[config.mk]
export PLATFORM = sky130hd
export DESIGN_NAME = parking_gate_sensor_flat
export DESIGN_NICKNAME = d
export VERILOG_FILES = /design/src/rtl/parking_gate_sensor_pkg.sv /design/src/rtl/parking_gate_sensor_if.sv /design/src/rtl/parking_gate_sensor_debounce.sv /design/src/rtl/parking_gate_sensor.sv /design/src/flat_wrapper.sv
export SDC_FILE = /design/constraint.sdc
export NUM_CORES = 1
export LEC_CHECK = 0
export CAP_MARGIN = 15
export CORE_ASPECT_RATIO = 0.9
export CORE_MARGIN = 2
export CORE_UTILIZATION = 40
export DETAILED_ROUTE_END_ITERATION = 8
export PLACE_DENSITY = 0.68
export SYNTH_ARGS = -nofsm -noshare
export SYNTH_HDL_FRONTEND = slang
export SYNTH_HIERARCHICAL = 1
export SYNTH_SLANG_ARGS = --single-unit
[constraint.sdc]
create_clock -name clk -period 5.7 [get_ports clk]
set_clock_uncertainty 0.2 [all_clocks]
set_input_delay 1.14 -clock clk [delete_from_list [all_inputs] [get_ports clk]]
set_output_delay 1.14 -clock clk [all_outputs]
set_load 0.005 [all_outputs]
[src/rtl/parking_gate_sensor_pkg.sv]
// Shared types and beam-pair encodings for the parking gate direction decoder.
// Pairs are packed as {a, b}: a is the outside beam, b is the inside beam.
package parking_pkg;

  typedef enum logic [2:0] {
    IDLE   = 3'd0,
    IN_A   = 3'd1,
    IN_AB  = 3'd2,
    IN_B   = 3'd3,
    OUT_B  = 3'd4,
    OUT_BA = 3'd5,
    OUT_A  = 3'd6,
    ABORT  = 3'd7
  } gate_state_t;

  typedef logic [1:0] beams_t;

  localparam beams_t BEAMS_CLR = 2'b00;
  localparam beams_t BEAMS_A   = 2'b10;
  localparam beams_t BEAMS_B   = 2'b01;
  localparam beams_t BEAMS_AB  = 2'b11;

  // States in which a vehicle is mid-pass; only these are subject to the residency timeout.
  function automatic logic is_pass_state(input gate_state_t s);
    return (s != IDLE) && (s != ABORT);
  endfunction

endpackage

[src/rtl/parking_gate_sensor_if.sv]
// Beam inputs and inc/dec/busy/fault outputs of the parking gate sensor.
// master = the sensor block (producer), slave = its environment / occupancy counter.
interface parking_gate_sensor_if;
  logic a_blk;
  logic b_blk;
  logic inc;
  logic dec;
  logic busy;
  logic fault;

  modport master (input a_blk, b_blk, output inc, dec, busy, fault);
  modport slave  (output a_blk, b_blk, input inc, dec, busy, fault);
endinterface

[src/rtl/parking_gate_sensor_debounce.sv]
// Two-flop synchronizer plus stability counter for one IR beam; the debounced
// value follows the synchronized value only after DEBOUNCE_CYCLES stable cycles.
module parking_debounce #(
  parameter int unsigned DEBOUNCE_CYCLES = 1000000
) (
  input  logic clk,
  input  logic reset_n,
  input  logic raw_i,
  output logic deb_o
);

  localparam int unsigned CNT_W = $clog2(DEBOUNCE_CYCLES + 1);
  localparam logic [CNT_W-1:0] CNT_LAST = CNT_W'(DEBOUNCE_CYCLES - 1);

  logic             sync1_q, sync2_q;
  logic             deb_q, deb_d;
  logic [CNT_W-1:0] cnt_q, cnt_d;

  always_comb begin
    deb_d = deb_q;
    cnt_d = '0;
    if (sync2_q != deb_q) begin
      if (cnt_q == CNT_LAST) begin
        deb_d = sync2_q;
      end else begin
        cnt_d = cnt_q + 1'b1;
      end
    end
  end

  always_ff @(posedge clk or negedge reset_n) begin
    if (!reset_n) begin
      sync1_q <= 1'b0;
      sync2_q <= 1'b0;
      deb_q   <= 1'b0;
      cnt_q   <= '0;
    end else begin
      sync1_q <= raw_i;
      sync2_q <= sync1_q;
      deb_q   <= deb_d;
      cnt_q   <= cnt_d;
    end
  end

  assign deb_o = deb_q;

endmodule

[src/rtl/parking_gate_sensor.sv]
// Parking gate direction decoder: debounces beams A/B and emits inc/dec per pass.
// Optional build macro GATE_TIMEOUT_EN aborts a pass that lingers too long in one state.
module parking_gate_sensor
  import parking_pkg::*;
#(
  parameter int unsigned DEBOUNCE_CYCLES = 1000000,
  parameter int unsigned TIMEOUT_CYCLES  = 500000000
) (
  input  logic                          clk,
  input  logic                          reset_n,
  parking_gate_sensor_if.master         gate
);

  if (DEBOUNCE_CYCLES < 1) begin : g_bad_debounce
    $error("DEBOUNCE_CYCLES must be at least 1");
  end
  if (TIMEOUT_CYCLES < 1) begin : g_bad_timeout
    $error("TIMEOUT_CYCLES must be at least 1");
  end

  logic a_deb, b_deb;
  beams_t pair;

  parking_debounce #(.DEBOUNCE_CYCLES(DEBOUNCE_CYCLES)) u_deb_a (
    .clk    (clk),
    .reset_n(reset_n),
    .raw_i  (gate.a_blk),
    .deb_o  (a_deb)
  );

  parking_debounce #(.DEBOUNCE_CYCLES(DEBOUNCE_CYCLES)) u_deb_b (
    .clk    (clk),
    .reset_n(reset_n),
    .raw_i  (gate.b_blk),
    .deb_o  (b_deb)
  );

  assign pair = {a_deb, b_deb};

  gate_state_t state_q, state_d;
  logic        inc_q, inc_d;
  logic        dec_q, dec_d;
  logic        busy_q, busy_d;
  logic        fault_q, fault_d;

`ifdef GATE_TIMEOUT_EN
  localparam int unsigned RES_W = $clog2(TIMEOUT_CYCLES + 1);
  localparam logic [RES_W-1:0] RES_LAST = RES_W'(TIMEOUT_CYCLES - 1);
  logic [RES_W-1:0] res_q, res_d;
`endif

  always_comb begin
    state_d = state_q;
    inc_d   = 1'b0;
    dec_d   = 1'b0;
    unique case (state_q)
      IDLE: begin
        case (pair)
          BEAMS_A:  state_d = IN_A;
          BEAMS_B:  state_d = OUT_B;
          BEAMS_AB: state_d = ABORT;
          default:  state_d = IDLE;
        endcase
      end
      IN_A: begin
        case (pair)
          BEAMS_AB:  state_d = IN_AB;
          BEAMS_CLR: state_d = IDLE;
          BEAMS_B:   state_d = ABORT;
          default:   state_d = IN_A;
        endcase
      end
      IN_AB: begin
        case (pair)
          BEAMS_B:   state_d = IN_B;
          BEAMS_A:   state_d = IN_A;
          BEAMS_CLR: state_d = ABORT;
          default:   state_d = IN_AB;
        endcase
      end
      IN_B: begin
        case (pair)
          BEAMS_CLR: begin
            state_d = IDLE;
            inc_d   = 1'b1;
          end
          BEAMS_AB:  state_d = IN_AB;
          BEAMS_A:   state_d = ABORT;
          default:   state_d = IN_B;
        endcase
      end
      OUT_B: begin
        case (pair)
          BEAMS_AB:  state_d = OUT_BA;
          BEAMS_CLR: state_d = IDLE;
          BEAMS_A:   state_d = ABORT;
          default:   state_d = OUT_B;
        endcase
      end
      OUT_BA: begin
        case (pair)
          BEAMS_A:   state_d = OUT_A;
          BEAMS_B:   state_d = OUT_B;
          BEAMS_CLR: state_d = ABORT;
          default:   state_d = OUT_BA;
        endcase
      end
      OUT_A: begin
        case (pair)
          BEAMS_CLR: begin
            state_d = IDLE;
            dec_d   = 1'b1;
          end
          BEAMS_AB:  state_d = OUT_BA;
          BEAMS_B:   state_d = ABORT;
          default:   state_d = OUT_A;
        endcase
      end
      ABORT: begin
        if (pair == BEAMS_CLR) state_d = IDLE;
      end
      default: state_d = IDLE;
    endcase

`ifdef GATE_TIMEOUT_EN
    // A real beam transition takes precedence; the timeout only fires while the state would hold.
    if (is_pass_state(state_q) && (state_d == state_q) && (res_q == RES_LAST)) begin
      state_d = ABORT;
    end
    if ((state_d != state_q) || !is_pass_state(state_q)) begin
      res_d = '0;
    end else begin
      res_d = res_q + 1'b1;
    end
`endif

    busy_d  = (state_d != IDLE);
    fault_d = (state_d == ABORT) && (state_q != ABORT);
  end

  always_ff @(posedge clk or negedge reset_n) begin
    if (!reset_n) begin
      state_q <= IDLE;
      inc_q   <= 1'b0;
      dec_q   <= 1'b0;
      busy_q  <= 1'b0;
      fault_q <= 1'b0;
    end else begin
      state_q <= state_d;
      inc_q   <= inc_d;
      dec_q   <= dec_d;
      busy_q  <= busy_d;
      fault_q <= fault_d;
    end
  end

`ifdef GATE_TIMEOUT_EN
  always_ff @(posedge clk or negedge reset_n) begin
    if (!reset_n) begin
      res_q <= '0;
    end else begin
      res_q <= res_d;
    end
  end
`endif

  assign gate.inc   = inc_q;
  assign gate.dec   = dec_q;
  assign gate.busy  = busy_q;
  assign gate.fault = fault_q;

endmodule

[src/flat_wrapper.sv]
// flat-port wrapper written by rule: the top's interface ports become plain ports
module parking_gate_sensor_flat import parking_pkg::*;
#(
  parameter int unsigned DEBOUNCE_CYCLES = 1000000,
  parameter int unsigned TIMEOUT_CYCLES  = 500000000
)
  (clk, reset_n, gate_a_blk, gate_b_blk, gate_inc, gate_dec, gate_busy, gate_fault);
  parking_gate_sensor_if gate_i ();
  input  logic clk;
  input  logic reset_n;
  input wire logic [$bits(gate_i.a_blk)-1:0] gate_a_blk;
  input wire logic [$bits(gate_i.b_blk)-1:0] gate_b_blk;
  output wire logic [$bits(gate_i.inc)-1:0] gate_inc;
  output wire logic [$bits(gate_i.dec)-1:0] gate_dec;
  output wire logic [$bits(gate_i.busy)-1:0] gate_busy;
  output wire logic [$bits(gate_i.fault)-1:0] gate_fault;
  assign gate_i.a_blk = gate_a_blk;
  assign gate_i.b_blk = gate_b_blk;
  assign gate_inc = gate_i.inc;
  assign gate_dec = gate_i.dec;
  assign gate_busy = gate_i.busy;
  assign gate_fault = gate_i.fault;
  parking_gate_sensor #(.DEBOUNCE_CYCLES(DEBOUNCE_CYCLES), .TIMEOUT_CYCLES(TIMEOUT_CYCLES)) u_core (.clk(clk), .reset_n(reset_n), .gate(gate_i));
endmodule
# --- Word-level counts from Yosys, hierarchy flattened ---
# Index checks and enable logic that the tools add are counted.
totals:
  out_inout_bits: 4
  ff_bits: 53
  in_bits: 4
  elab_cells: 53
classes:
  eq_ne: 16
  n_addsub: 2
  muxes: 16
  reduce_logical: 6
ops:
  columns: ["op", "n"]
  rows:
  - ["2-to-1 mux 20 bit", 4]
  - ["case mux 3 bit (3 select lines)", 6]
  - ["adder 20 x 1 -> 20 bit, second input constant", 2]
  - ["== test 20 bit, second input constant", 2]
  - ["case mux 3 bit (8 select lines)", 1]
  - ["== test 3 bit, second input constant", 5]
  - ["== test 3 x 2 -> 1 bit, second input constant", 2]
  - ["case mux 2 bit (3 select lines)", 1]
  - ["== test 2 bit, second input constant", 2]
  - ["AND reduction 2 bit", 2]
  - ["== test 3 x 1 -> 1 bit, second input constant", 1]
  - ["zero test 3 bit", 1]
  - ["2-to-1 mux 1 bit", 3]
  - ["2-to-1 mux 3 bit", 1]
  - ["inequality test 3 bit, second input constant", 1]
  - ["nonzero test 3 bit", 1]
  - ["== test 2 x 1 -> 1 bit, second input constant", 1]
  - ["zero test 2 bit", 1]
  - ["inequality test 1 bit", 2]
  - ["logical AND 1 bit", 1]

# --- Logic depth before layout (Yosys ltp) ---
logic_depth:
  ltp_word: 5
  mapped_depth: 7
  ltp_nobuf: 7

# --- Hierarchy ---
# The synthesis kept the hierarchy.
by_module_without_submodules:
  columns: ["mod", "area_each_um2", "seq_area_each_um2", "n_inst", "cells_per_inst"]
  rows:
  - ["parking_debounce", 1108.6, 575.6, 2, 110]
  - ["parking_gate_sensor", 570.5, 175.2, 1, 61]

# --- Least setup slack after synthesis ---
# OpenSTA, ideal clock, no wires.
synth_timing:
  path_kind: "reg-to-reg"
  startpoint: "reg u_core.u_deb_a.cnt_q[12]"
  endpoint: "reg u_core.u_deb_a.cnt_q[10]"
  stages_incl_launch_ff: 6
  arrival_time_ns: 1.858
  synth_period_minus_slack_ns: 2.177
  slack_ns: 3.523
  required_ns: 5.381
  setup_ns: 0.119
  path_buffers: 1
  path_cell_list: "dfrtp_1 -> or4_1 -> or4_4 -> o21ai_4 -> buf_6 -> nor2_1"
synth_via:
  elab_chain_cells: 3
synth_rtl:
  columns: ["element", "line_no", "source"]
  rows:
  - ["from (decl)", "parking_gate_sensor_debounce.sv:17", "logic [CNT_W-1:0] cnt_q, cnt_d;"]
  - ["from (signal assigned)", "parking_gate_sensor_debounce.sv:41", "cnt_q <= cnt_d;"]
  - ["== test 20 bit", "parking_gate_sensor_debounce.sv:23", "if (cnt_q == CNT_LAST) begin"]
  - ["2-to-1 mux 20 bit", "parking_gate_sensor_debounce.sv:23", null]
  - ["2-to-1 mux 20 bit", "parking_gate_sensor_debounce.sv:22", "if (sync2_q != deb_q) begin"]
  - ["named net u_core.u_deb_a.cnt_d[10]", "parking_gate_sensor_debounce.sv:17", null]
# The timed path passes the listed nets, and every way through them passes these cells.
# A chain may end at the register's enable or synchronous reset.

# --- Final worst setup path ---
layout_timing:
  startpoint: "reg u_core.dec_q, in the netlist u_core/gate.dec"
  endpoint: "out gate_dec"
layout_rtl:
  columns: ["element", "line_no", "source"]
  rows:
  - ["from (decl)", "parking_gate_sensor.sv:42", "logic dec_q, dec_d;"]
  - ["from (signal assigned)", "parking_gate_sensor.sv:145", "dec_q <= 1'b0;"]
  - ["from (signal assigned)", "parking_gate_sensor.sv:151", "dec_q <= dec_d;"]
  - ["to (decl)", "flat_wrapper.sv:14", "output wire logic [$bits(gate_i.dec)-1:0] gate_dec;"]
# No word-level cell between the ends.

==> impl_metrics.yaml <==
global_routing:
  antenna_found_initial: 0
  grt_pass1_vias: 1834
  grt_max_degree: 54
  grt-ovfl-total: 0
  gr-usage-all-layers_pct: 13.0
  grt_pass1_wl_mm: 8.17
drt:
  antenna_left: 0
  wire_per_inst_um: 12.3
  firstDrtPassIters: 4
  viasPerCell: 5.12
  drt_wl_total_mm: 4.66
  via_count: 1946
  drc: 0
  drtIter0Drc: 115
timing:
  rsz0062_at_grt: "false"
  setup_violations: 0
  max_freq_mhz: 407
  slew_headroom_pct: 56.4
  setup_tns_ns: 0
  tightestPinTransition_ns: 0.655
  fin_crit_ns: 2.46
  slew_viol_final: 0
  finalHoldViolCount: 0
  fin_crit_sh_pct: 43.1
cts:
  cts_buffers: 5
  cts.hold.buffers_added: 0
  cts_buffer_depth: 2
  cts_tree: "built"
  clock_latency_ns: 0.31
  cts_repair_resize_count: 0
  cts_root_buf: "clkbuf_8"
  htree_levels: 2
  cts_sinks: 53
  post_cts_buffers: 0
  cts.reportedPaths.clkPinSlew_ns: 0.10
run:
  maxCapViolCount: 0
cells_and_area:
  post-route-cell-area_mm2: 0.00303
  diodes: 0
  post-route-util_pct: 45.6
  multi_input_area_mm2: 0.00133
  fillerInstances: 632
  drive_above_1_share_pct: 8.97
  syn_to_final_growth_pct: 8.84
  finalNetCount: 303
  seqCellArea_mm2: 0.00133
worst_setup_path:
  path_class: "reg2out"
  crit_family: "buffers and inverters"
  critPathSlowestCell: "clkdlybuf4s50_1"
  crit_path_max_fanout: 1
  max_stage_delay_ns: 0.49
  crit_buf_inv: 1
  start_kind: "flip-flop"
  required_ns: 4.36
  crit_chain: "clkdlybuf4s50_1"
  cp.arrival_ns: 1.12
  endpoint_kind: "primary output"
synthesis:
  ys.warnings.count: 6
  ys_async_sr_fraction_pct: 100
  synth_edf_count: 0
  synthDistinctLibCells: 43
  synth_seq_area_share_pct: 47.6
  syn_nets: 295
  syn_inst: 281
  ys.flop_type: "dfrtp_1"
  synth_area_leaders: "dfrtp_1, xnor2_1, nor2_1"
  synth_top_area_cell: "dfrtp_1"
  syn_area_mm2: 0.00279
  syn_avg_cell_area_um2: 9.92
  synth_top_area_share_pct: 47.6
  synth-seq-cells: 53
placed_design:
  hpwlAfterDp_mm: 3.13
  place.gp.congestion: 0.814
  port-buffer-count: 7
  placed_cell_area_mm2: 0.00291
floorplan:
  rows: 28
  core_area_mm2: 0.00666
  ios: 8
  initial_core_util_pct: 41.9
  die_x_um: 92.0
  design.die.area_mm2: 0.00765
  die_h_um: 83.2
power:
  ir_drop_uv: 97.6
  leakagePower_nw: 1.21
  power.density_mw_per_mm2: 221
min_path:
  hp-class: "reg2reg"
outcome:
  status: "finished, final reports clean"
[Yosys cell counts (all sizes together), types with 2 or more instances]
master,n
nand2b,2
and3,2
xnor2,26
nand2,8
nand3b,3
nor2,49
a31o,2
or3,2
nand4,11
or2,2
mux2,2
nor3,10
nand3,14
or4,6
buf,4
nor3b,3
clkbuf,3
or4b,2
dfrtp,53
o211ai,3
xor2,6
o21ai,11
a21oi,6
o221a,2
inv,20
ha,10
nor4,10
[cell families after synthesis]
kind of cell	Yosys count	synth area share, %
AOI/OAI and AO/OA	29	8.03
xor gates and xnor gates	32	10.1
adders and majority gates	10	4.49
buffers and inverters	27	4.80
DFF	53	47.6
muxes	3	1.17
and+or+nand+nor	127	23.9
[layout by cell type (no fill, tap or decap), types with 2 or more instances in the layout]
| cell | count |
|---|---|
| o21ai_1 | 3 |
| a31o_2 | 2 |
| dfrtp_1 | 53 |
| o221a_2 | 2 |
| or3_1 | 2 |
| and3_1 | 2 |
| inv_1 | 20 |
| o21ai_4 | 2 |
| or2_2 | 2 |
| o211ai_1 | 2 |
| nor2_1 | 49 |
| mux2_2 | 2 |
| or4_4 | 2 |
| nor3_1 | 10 |
| nor4_1 | 10 |
| nor3b_1 | 3 |
| ha_1 | 10 |
| nand4_1 | 11 |
| xnor2_1 | 26 |
| clkbuf_8 | 6 |
| a21oi_1 | 6 |
| nand2b_1 | 2 |
| nand3b_1 | 3 |
| or4b_1 | 2 |
| o21ai_0 | 5 |
| xor2_1 | 6 |
| nand2_1 | 8 |
| or4_1 | 4 |
| clkdlybuf4s50_1 | 6 |
| nand3_1 | 14 |
[per-stage QoR]
stage | worst slack [ns] | hold WS, ns | total power, W | cells
floorplan | 3.52 | 0.131 | 0.000402 | 281
global placement | 3.35 | 0.140 | 0.000413 | 372
detailed placement | 3.33 | 0.141 | 0.000414 | 372
CTS | 3.22 | 0.168 | 0.000681 | 380
global route | 3.18 | 0.173 | 0.000702 | 380
finish | 3.24 | 0.165 | 0.000670 | 380
[where the power goes]
group / total, W / internal (W) / leakage (nW) / switching [W]
Clock: 0.000264 / 0.000143 / 0.0574 / 0.000122
Sequential: 0.000384 / 0.000381 / 0.726 / 0.00000392
Combinational: 0.0000208 / 0.00000610 / 0.424 / 0.0000147
Total: 0.000670 / 0.000529 / 1.21 / 0.000140
[flip-flops by register name, indices dropped and copies added (netlist names)]
| register | cells |
|---|---|
| u_core/gate.busy | 1 |
| u_core/gate.dec | 1 |
| u_core/gate.fault | 1 |
| u_core/gate.inc | 1 |
| u_core/state_q | 3 |
| u_core/u_deb_a/cnt_q | 20 |
| u_core/u_deb_a/deb_o | 1 |
| u_core/u_deb_a/sync1_q | 1 |
| u_core/u_deb_a/sync2_q | 1 |
| u_core/u_deb_b/cnt_q | 20 |
| u_core/u_deb_b/deb_o | 1 |
| u_core/u_deb_b/sync1_q | 1 |
| u_core/u_deb_b/sync2_q | 1 |
[worst register-to-register path, stage by stage (launching register included)]
cell and delay (ns):
dfrtp_1 0.44, or4_1 0.53, or4_4 0.52, o21ai_4 0.44, nor2_1 0.11
[cell type report]
| cell class | instances | share of cell area, % |
|---|---|---|
| timing repair buffer | 8 | 2.39 |
| tap | 90 | 3.71 |
| multi-input combinational | 201 | 43.8 |
| clock inverter | 2 | 1.24 |
| clock buffer | 6 | 2.72 |
| inverter | 20 | 2.47 |
| sequential | 53 | 43.7 |
[layer usage]
| layer | global-route usage, % | up-vias | part of all wire, % |
|---|---|---|---|
| li1 | - | 983 | - |
| met1 | 17.3 | 934 | 52 |
| met2 | 20.9 | 24 | 45 |
| met3 | 3.18 | 5 | 2.4 |
| met4 | 4.34 | 0 | 1.1 |
| met5 | 0 | - | 0 |
[path summary, 6_finish.rpt]
kind	slack (ns)	startpoint	cells past startpoint	endpoint
max	3.24	u_core/gate.dec	1	gate_dec
min	0.16	u_core/u_deb_b/sync1_q	0	u_core/u_deb_b/sync2_q
max reg2reg	3.32	u_core/u_deb_a/cnt_q[12]	4	u_core/u_deb_a/cnt_q[11]
min reg2reg	0.16	u_core/u_deb_b/sync1_q	0	u_core/u_deb_b/sync2_q
max in group asynchronous	4.12	reset_n	2	u_core/state_q[1]
min in group asynchronous	0.73	reset_n	2	u_core/u_deb_a/cnt_q[1]
Note: power is estimated with default switching activity, not from simulation.
